**config.mk**
```make
export PLATFORM = sky130hd
export DESIGN_NAME = qpsk_frame_ctrl
export DESIGN_NICKNAME = d
export VERILOG_FILES = /design/src/rtl/qpsk_frame_ctrl.sv
export SDC_FILE = /design/constraint.sdc
export NUM_CORES = 1
export LEC_CHECK = 0
export BUFFER_PORTS_ARGS = -buffer_cell sky130_fd_sc_hd__buf_2
export CORE_AREA = 2 2 73 102
export CTS_BUF_LIST = sky130_fd_sc_hd__clkbuf_4 sky130_fd_sc_hd__clkbuf_8
export CTS_CLUSTER_SIZE = 16
export DETAILED_ROUTE_END_ITERATION = 8
export DIE_AREA = 0 0 75 104
export GPL_ROUTABILITY_DRIVEN = 0
export HOLD_SLACK_MARGIN = 0.15
export PLACE_DENSITY_LB_ADDON = 0.12
export REMOVE_ABC_BUFFERS = 1
export SLEW_MARGIN = 20
export SYNTH_ARGS = -nofsm -noshare
export SYNTH_HDL_FRONTEND = slang
export SYNTH_SLANG_ARGS = --single-unit
```
**constraint.sdc**
```tcl
create_clock -name clk -period 2.9 [get_ports clk]
set_clock_uncertainty 0.05 [all_clocks]
set_input_delay 0.145 -clock clk [delete_from_list [all_inputs] [get_ports clk]]
set_output_delay 0.145 -clock clk [all_outputs]
set_load 0.02 [all_outputs]
```
**src/rtl/qpsk_frame_ctrl.sv**
```systemverilog
// Frame sequencer feeding the QPSK modulator's 32-bit AXIS input.
// Each accepted command produces: preamble words, then cmd_len payload words, then guard words.
module qpsk_frame_ctrl #(
  parameter int unsigned PRE_WORDS   = 4,
  parameter logic [31:0] PREAMBLE    = 32'hCCCCCCCC,
  parameter int unsigned GUARD_WORDS = 2,
  parameter logic [31:0] GUARD_WORD  = 32'h00000000,
  parameter int unsigned LEN_W       = 16
) (
  input  logic             clk,
  input  logic             reset,
  input  logic [LEN_W-1:0] cmd_len,
  input  logic             cmd_valid,
  output logic             cmd_ready,
  input  logic [31:0]      pl_tdata,
  input  logic             pl_tvalid,
  output logic             pl_tready,
  output logic [31:0]      m_tdata,
  output logic             m_tvalid,
  input  logic             m_tready,
  output logic             busy,
  output logic             frame_done,
  output logic [15:0]      frame_cnt
);

  typedef enum logic [1:0] {IDLE, PRE, PAY, GUARD} state_t;

  localparam logic [LEN_W-1:0] PRE_LAST   = LEN_W'(PRE_WORDS - 1);
  localparam logic [LEN_W-1:0] GUARD_LAST = LEN_W'(GUARD_WORDS - 1);

  state_t           state_q, state_d;
  logic [LEN_W-1:0] cnt_q, cnt_d;
  logic [LEN_W-1:0] len_q, len_d;
  logic             frame_done_q, frame_done_d;
  logic [15:0]      frame_cnt_q, frame_cnt_d;

  // The beat counter compares against the last index (len-1), so a
  // maximum-length payload never needs a count of 2^LEN_W.
  always_comb begin
    state_d      = state_q;
    cnt_d        = cnt_q;
    len_d        = len_q;
    frame_done_d = 1'b0;
    frame_cnt_d  = frame_cnt_q;
    cmd_ready    = 1'b0;
    m_tvalid     = 1'b0;
    m_tdata      = '0;
    pl_tready    = 1'b0;

    unique case (state_q)
      IDLE: begin
        cmd_ready = 1'b1;
        if (cmd_valid) begin
          len_d   = cmd_len;
          cnt_d   = '0;
          state_d = PRE;
        end
      end
      PRE: begin
        m_tvalid = 1'b1;
        m_tdata  = PREAMBLE;
        if (m_tready) begin
          if (cnt_q == PRE_LAST) begin
            cnt_d   = '0;
            state_d = (len_q != '0) ? PAY : GUARD;
          end else begin
            cnt_d = cnt_q + LEN_W'(1);
          end
        end
      end
      PAY: begin
        m_tdata   = pl_tdata;
        m_tvalid  = pl_tvalid;
        pl_tready = m_tready;
        if (pl_tvalid && m_tready) begin
          if (cnt_q == len_q - LEN_W'(1)) begin
            cnt_d   = '0;
            state_d = GUARD;
          end else begin
            cnt_d = cnt_q + LEN_W'(1);
          end
        end
      end
      GUARD: begin
        m_tvalid = 1'b1;
        m_tdata  = GUARD_WORD;
        if (m_tready) begin
          if (cnt_q == GUARD_LAST) begin
            cnt_d        = '0;
            state_d      = IDLE;
            frame_done_d = 1'b1;
            frame_cnt_d  = frame_cnt_q + 16'd1;
          end else begin
            cnt_d = cnt_q + LEN_W'(1);
          end
        end
      end
      default: state_d = IDLE;
    endcase
  end

  always_ff @(posedge clk) begin
    if (reset) begin
      state_q      <= IDLE;
      cnt_q        <= '0;
      len_q        <= '0;
      frame_done_q <= 1'b0;
      frame_cnt_q  <= '0;
    end else begin
      state_q      <= state_d;
      cnt_q        <= cnt_d;
      len_q        <= len_d;
      frame_done_q <= frame_done_d;
      frame_cnt_q  <= frame_cnt_d;
    end
  end

  assign busy       = (state_q != IDLE);
  assign frame_done = frame_done_q;
  assign frame_cnt  = frame_cnt_q;

endmodule
```
* Word level (Yosys, flattened, before mapping) *
Index checks and enable logic that the tools add are counted.

word-level totals
  output and inout port bits = 53
  word-level logic and storage cells = 55
  input port bits = 53
  register bits after elaboration = 51

operators by class
  bitwise operators = 2
  reduce and logical (&&, ||, !) cells = 10
  multiplexer cells = 22
  equality and inequality tests = 13
  add/sub/neg operators = 3

operator list
  cell                                                                    count
  16-bit two-way mux                                                      7
  16-bit case mux with 4 select lines                                     1
  32-bit case mux with 2 select lines                                     1
  16-bit by 1-bit adder with 16-bit output, second input constant         2
  16-bit by 1-bit equality test with 1-bit output, second input constant  1
  16-bit equality test                                                    1
  16-bit by 2-bit equality test with 1-bit output, second input constant  1
  16-bit nonzero test                                                     1
  16-bit by 1-bit subtractor with 16-bit output, second input constant    1
  2-bit two-way mux                                                       7
  2-bit inequality test, second input constant                            7
  2-bit case mux with 4 select lines                                      1
  7-bit AND reduction                                                     1
  2-bit equality test, second input constant                              2
  1-bit two-way mux                                                       4
  4-bit AND reduction                                                     1
  3-bit AND reduction                                                     1
  3-bit OR reduction                                                      1
  2-bit by 1-bit equality test with 1-bit output, second input constant   1
  2-bit logical NOT                                                       1
  1-bit NOT                                                               2
  1-bit case mux with 2 select lines                                      1
  2-bit AND reduction                                                     1
  2-bit nonzero test                                                      1
  2 further kinds                                                         2

* Logic depth before layout (Yosys ltp) *
Gate-level depths: netlist of run 1.

  word-level depth = 5
  depth in mapped cells = 12
  gate-level depth less buffers = 10

* Worst setup path before layout of run 1 *
Ideal clock, no wire load.

  kind = reg2reg
  start = register len_q[0]
  end = register cnt_q[10]
  stages on the path, launching flop included = 13
  arrival = 2854 ps
  path slack = -118 ps
  library setup time = 114 ps
  cells stage by stage = dfxtp_1 -> inv_1 -> ha_1 -> or4b_1 -> buf_2 -> nor4_4 -> mux2i_1 -> a22o_1 -> or4_4 -> o21ai_4 -> buf_6 -> o21ai_0 -> a21o_1

on the way
  word-level cells in the longest chain between the ends = 5

RTL lines
  element                                        RTL line  RTL
  from (decl)                                    33        logic [LEN_W-1:0] len_q, len_d;
  from (signal assigned)                         112       len_q <= len_d;
  16-bit by 1-bit subtractor with 16-bit output  76        if (cnt_q == len_q - LEN_W'(1)) begin
  16-bit equality test                           76
  16-bit two-way mux                             76
  16-bit two-way mux                             75        if (pl_tvalid && m_tready) begin
  16-bit case mux with 4 select lines            50        unique case (state_q)
  to (signal assigned)                           111       cnt_q <= cnt_d;
  to (decl)                                      32        logic [LEN_W-1:0] cnt_q, cnt_d;

No other way between the ends. The select of a mux whose other input is x is not followed.
A chain may end at the register's enable or synchronous reset.

* Worst setup path after layout of run 1 *
  start = register len_q[0]
  end = register cnt_q[9]

Same word-level chain as after synthesis.

==> results.py, run 1 <==
metrics = {
    "cells_and_area": {
        "area_growth_pct": 31.99,
        "post-route-util_pct": 61.66,
        "antennaDiodeCount": 0,
        "layout_common_cells": "buf_2, nand2_1, dfxtp_1",
        "nNetsFinal": 606,
        "final_area_um2": 4249,
        "drive_above_1_share_pct": 28.44,
        "final_cells": 640,
        "multi_input_area_um2": 2082,
        "final_common_cell": "buf_2",
        "seq_area_um2": 1023,
        "fillCellCount": 638,
    },
    "setup_path": {
        "r2r_start": "len_q[0]",
        "cp-end-kind": "flop",
        "r2r_cells": 11,
        "crit_chain": "inv_2 -> ha_4 -> or4b_4 -> nor4_1 -> a41oi_1 -> a22o_1 -> or4_4 -> o21ai_4 -> buf_12 -> o21ai_0 -> a21o_1",
        "r2r-end": "cnt_q[9]",
        "crit_fanout": 24,
        "slowest_stage": "or4_4",
        "startpoint_type": "flop",
        "slowest_delay_ns": 0.58,
        "criticalPathCategory": "reg2reg",
        "cp.required_ns": 3.05,
        "cp.arrival_ns": 3.17,
        "crit_family": "simple AND/OR/NAND/NOR gates",
        "path_buf_inv": 2,
        "regToRegSetupSlack_ns": -0.12,
    },
    "sta": {
        "final_hold_viol_count": 0,
        "rsz0062_at_grt": "yes",
        "holdWs_ns": 0.3126,
        "setup_ws_ns": -0.1194,
        "setup_viol": 15,
        "fin_crit_ns": 3.019,
        "drv_slew": 0,
        "relSlewSlack_pct": 65.09,
        "fin_crit_sh_pct": 104.1,
        "clock.fmax_ghz": 0.3312,
        "worst_slew_pin_slew_ns": 0.5224,
    },
    "power": {
        "p_leak_nw": 1.988,
        "max-vdd-ir-drop_mv": 0.3910,
        "power_density_nw_per_um2": 677.1,
    },
    "logic_synthesis": {
        "synthArstFlopShare_pct": 0,
        "yosysSeqAreaShare_pct": 31.71,
        "postSynthCellCount": 414,
        "netlist_area_um2": 3219,
        "synth_edf_count": 0,
        "synth.largest_area_cell": "dfxtp_1",
        "synth.avg_cell_area_um2": 7.776,
        "synth-main-ff-cell": "dfxtp_1",
        "synth_area_leaders": "dfxtp_1, nand2_1, a21oi_1",
        "yosysWarnings": 0,
        "ys_types": 49,
        "synth-seq-cells": 51,
        "synth_top_area_share_pct": 31.71,
    },
    "place": {
        "io_buffers": 105,
        "place_inst": 616,
        "hpwl_mm": 6.047,
        "dpl-instance-area_um2": 3954,
    },
    "detailed_routing": {
        "ant_nets": 0,
        "routed_wl_mm": 8.076,
        "first_pass_iters": 4,
        "drc": 0,
        "wl_per_cell_um": 12.62,
        "viasPerCell": 5.113,
        "dr.first_iter.drc_count": 149,
        "dr_total_vias": 3272,
    },
    "grt": {
        "grt_max_degree": 38,
        "grt_antenna_before_repair": 0,
        "grt_pass1_vias": 2960,
        "grt_pass1_wl_mm": 12.96,
        "grt_usage_pct": 20.29,
        "grt-ovfl-total": 0,
    },
    "clock_tree": {
        "cts_tree": "yes",
        "htree_levels": 2,
        "clk_latency_ns": 0.29,
        "cts.sink_count": 51,
        "numCtsBuffers": 5,
        "cts_root_buf": "clkbuf_8",
        "clockBufferDepth": 2,
        "postCtsSetupBuffers": 0,
        "clk_pin_slew_ns": 0.09,
    },
    "floorplanning": {
        "pin_count": 106,
        "start_util_pct": 46.71,
        "die_area_um2": 7800,
        "dieHeight_um": 104,
        "die_w_um": 75,
        "rows": 36,
        "core_area_um2": 6892,
    },
    "outcome": {
        "status": "finished with violations",
        "violations": "setup timing",
    },
    "hold_path": {
        "worstHoldStart": "reset",
        "min_path_type": "in2reg",
        "whs_endpoint": "cnt_q[14]",
        "whs_path_depth": 5,
    },
    "flow_run": {
        "maxCapViolations": 0,
    },
}
worst max-delay path by stage:
stage              from  depth (start not counted)  slack, ns         to
2_1_floorplan  len_q[0]                         10      -0.25  cnt_q[10]
3_3_place_gp   len_q[0]                         11      -0.19   cnt_q[9]
3_5_place_dp   len_q[0]                         11      -0.29   cnt_q[5]
4_1_cts        len_q[0]                         11       -0.1  cnt_q[15]
5_1_grt        len_q[0]                         11      -0.25   cnt_q[9]
6_report       len_q[0]                         11      -0.12   cnt_q[9]
worst register-to-register path: cells and delay by family (launching register included):
| family | cells | cell delay, ns |
|---|---|---|
| flops | 1 | 0.33 |
| fa+ha+maj | 1 | 0.13 |
| simple gates | 3 | 1.43 |
| buf+inv | 2 | 0.23 |
| compound gates | 5 | 0.76 |
state kept, by name, summed over array words and instances (netlist names):
signal and cells:
frame_done 1, state_q 2, frame_cnt 16, len_q 16, cnt_q 16
power by group:
| part | switching (mW) | leakage, nW | internal, mW | total [mW] |
|---|---|---|---|---|
| registers | 0.0514 | 0.414 | 0.759 | 0.811 |
| clock network | 0.227 | 0.0470 | 0.188 | 0.415 |
| logic | 0.944 | 1.53 | 0.707 | 1.65 |
Yosys cell counts (all sizes together), types with 2 or more instances:
library cell,count
o211a,2
nor3b,10
or3,4
xnor2,16
ha,8
or4,5
nor3,7
nor4,8
dfxtp,51
inv,11
and4,4
and2,21
nand4,6
o21ai,18
a211o,2
o21a,5
clkbuf,17
nand3,12
nand2,53
nor4b,2
a21o,11
nor2b,16
a22o,2
a31oi,2
a21oi,38
mux2i,6
nor2,36
xor2,16
buf,6
a211oi,2
and3,9
stage by stage:
stage	setup WS, ns	total power, mW	TNS [ns]
floorplan	-0.2491	1.923	-3.223
global placement	-0.1896	2.394	-2.667
detailed placement	-0.2903	2.430	-4.219
CTS	-0.09933	2.883	-1.030
global route	-0.2543	3.091	-3.598
finish	-0.1194	2.877	-1.220
logic make-up after synthesis:
group           Yosys count  share of synthesized area, %
fa+ha+maj                 8                         3.109
simple gates            195                         32.53
buf+inv                  34                         4.703
flops                    51                         31.71
mux                       6                         1.866
xor+xnor                 32                         8.706
compound gates           88                         17.37
area by class of cell:
class | instances | area share (%)
clock buffer | 6 | 1.943
clock inverter | 1 | 0.1178
inverter | 11 | 0.9717
multi-input combinational | 329 | 49.00
sequential | 51 | 24.09
tap | 95 | 2.797
timing repair buffer | 147 | 21.08
metal layers:
metal  wire, um  track usage, %
met5          0               0
met1       3522           24.88
met3        427           2.616
met4        164           7.015
met2       3961           35.21
repair_timing:
item | in CTS | in global routing
hold buffers | 17 | 0
resized for setup | 10 | 6
endpoints found under the setup margin | 18 | 18
pin swaps | 3 | 1
hold endpoints to repair | 17 | 0
Power figures use the tool's default switching activity.
==> inputs of run 2 (changes only) <==
- CORE_AREA: 2 2 73 102 -> 2 2 74 104
- CTS_BUF_LIST: sky130_fd_sc_hd__clkbuf_4 sky130_fd_sc_hd__clkbuf_8 -> default
- DIE_AREA: 0 0 75 104 -> 0 0 76 106
==> run 2 against run 1 <==
Net effect:
- the run still ends with setup timing left
- maximum frequency is 3.2% lower
- first-iteration DRC count is 8.1% lower
- cell area is 2.7% higher
- utilization is 0.85 points lower
- clock power is 17% higher
- setup slack worse by 0.098 ns
- final cell count is 1.1% higher
- sequential power hardly changed
- combinational power is 7% higher
- sequential share of layout area is 0.63 points lower
- non-clock buffer count is 5 higher
- critical path depth is 1 lower
- largest power group unchanged
==> results.py, run 2 (same netlist as run 1, synthesis figures left out) <==
metrics = {
    "outcome": {
        "status": "finished with violations",
        "violations": "setup timing",
    },
    "hold_path": {
        "min_path_type": "in2reg",
    },
    "detailed_routing": {
        "drc": 0,
        "wl_per_cell_um": 13.42,
        "first_pass_iters": 4,
        "routed_wl_mm": 8.684,
        "dr.first_iter.drc_count": 137,
        "ant_nets": 0,
        "dr_total_vias": 3283,
        "viasPerCell": 5.074,
    },
    "setup_path": {
        "crit_fanout": 6,
        "criticalPathCategory": "reg2reg",
        "crit_family": "simple AND/OR/NAND/NOR gates",
        "startpoint_type": "flop",
        "cp.arrival_ns": 3.28,
        "crit_path_frequent_cell": "or4_4",
        "slowest_stage": "or4_4",
        "crit_chain": "or4_4 -> buf_4 -> nor4_4 -> xnor2_1 -> or3_1 -> or4_4 -> o21ai_4 -> clkbuf_16 -> o21ai_1 -> a21o_1",
        "slowest_delay_ns": 0.57,
        "cp.required_ns": 3.07,
        "path_buf_inv": 2,
        "cp-end-kind": "flop",
    },
    "cells_and_area": {
        "post-route-util_pct": 60.80,
        "nNetsFinal": 611,
        "final_common_cell": "buf_2",
        "fillCellCount": 654,
        "drive_above_1_share_pct": 29.27,
        "layout_common_cells": "buf_2, nand2_1, dfxtp_1",
        "antennaDiodeCount": 0,
        "final_area_um2": 4363,
        "area_growth_pct": 35.52,
    },
    "sta": {
        "setup_ws_ns": -0.2178,
        "rsz0062_at_grt": "yes",
        "fin_crit_ns": 3.118,
        "drv_slew": 0,
        "clock.fmax_ghz": 0.3207,
        "fin_crit_sh_pct": 107.5,
        "final_hold_viol_count": 0,
        "holdWs_ns": 0.3190,
        "relSlewSlack_pct": 65.33,
        "setup_viol": 18,
        "worst_slew_pin_slew_ns": 0.5187,
        "setup-tns-final_ns": -3.121,
    },
    "clock_tree": {
        "cts_tree": "yes",
        "cts_root_buf": "clkbuf_8",
        "clockBufferDepth": 2,
        "cts.sink_count": 51,
        "htree_levels": 2,
        "clk_latency_ns": 0.31,
        "clk_pin_slew_ns": 0.09,
        "numCtsBuffers": 5,
    },
    "floorplanning": {
        "start_util_pct": 44.86,
        "die_w_um": 76,
        "dieHeight_um": 106,
        "die_area_um2": 8056,
        "rows": 37,
        "core_area_um2": 7176,
        "pin_count": 106,
    },
    "grt": {
        "grt_pass1_vias": 3008,
        "grt_antenna_before_repair": 0,
        "grt-ovfl-total": 0,
        "grt_use_met2_pct": 39.48,
        "busiest_layer": "met2",
        "grt_usage_pct": 21.37,
        "grt_pass1_wl_mm": 14.15,
        "grt_use_met3_pct": 3.141,
        "use_met1_pct": 24.64,
        "grt_max_degree": 38,
    },
    "power": {
        "p_leak_nw": 2.038,
        "power_density_nw_per_um2": 701.8,
        "max-vdd-ir-drop_mv": 0.4434,
    },
    "place": {
        "dpl-instance-area_um2": 3949,
        "io_buffers": 105,
        "hpwl_mm": 6.373,
    },
    "flow_run": {
        "maxCapViolations": 0,
    },
}
==> run 2: area by class of cell <==
type	count	area [um^2]	share of cell area (%)
Multi-Input combinational cell	329	2098	48.09
Sequential cell	51	1023	23.46
Timing Repair Buffer	152	975.9	22.37
Tap cell	97	121.4	2.782
Clock buffer	6	72.57	1.663
Inverter	11	41.29	0.9464
Clock inverter	1	30.03	0.6883
==> run 2: metal layers <==
layer,vias to the layer above,wire (um)
li1,1709,-
met3,12,342
met2,85,4493
met4,0,204
met1,1477,3644
met5,-,0
==> run 2: timing repair <==
item                                    CTS  global route
endpoints found under the setup margin   18            18
pin swaps                                 2            17
buffers inserted                          1             4
hold buffers                             17             0
resized for setup                         9            10
endpoints found under the hold margin    17             0
cloned                                    0             2
==> run 2: report_power, final <==
part	leakage, nW	switching (mW)	internal (mW)
logic	1.57	0.986	0.780
registers	0.414	0.0517	0.759
clock network	0.0513	0.231	0.253
total	2.04	1.27	1.79
==> run 2: path summary, 6_finish.rpt <==
path                            slack [ns]           end       from  cells after the start
worst max-delay path                 -0.22     cnt_q[13]   len_q[5]                     10
worst min-delay path                  0.32  frame_cnt[8]      reset                      3
worst max register to register       -0.22     cnt_q[13]   len_q[5]                     10
worst min register to register        0.44     len_q[14]  len_q[14]                      2
==> run 2: stage by stage <==
stage	setup slack [ns]	cells	power [mW]
after floorplan	-0.2491	391	1.923
after global placement	-0.1487	617	2.405
after detailed placement	-0.2369	617	2.439
after CTS	-0.1875	642	2.984
after global routing	-0.3311	647	3.281
final	-0.2178	647	3.062
==> run 2: tightest hold or removal path: stages <==
cell	delay [ns]
buf_2	0.13
buf_4	0.25
nor2_1	0.13
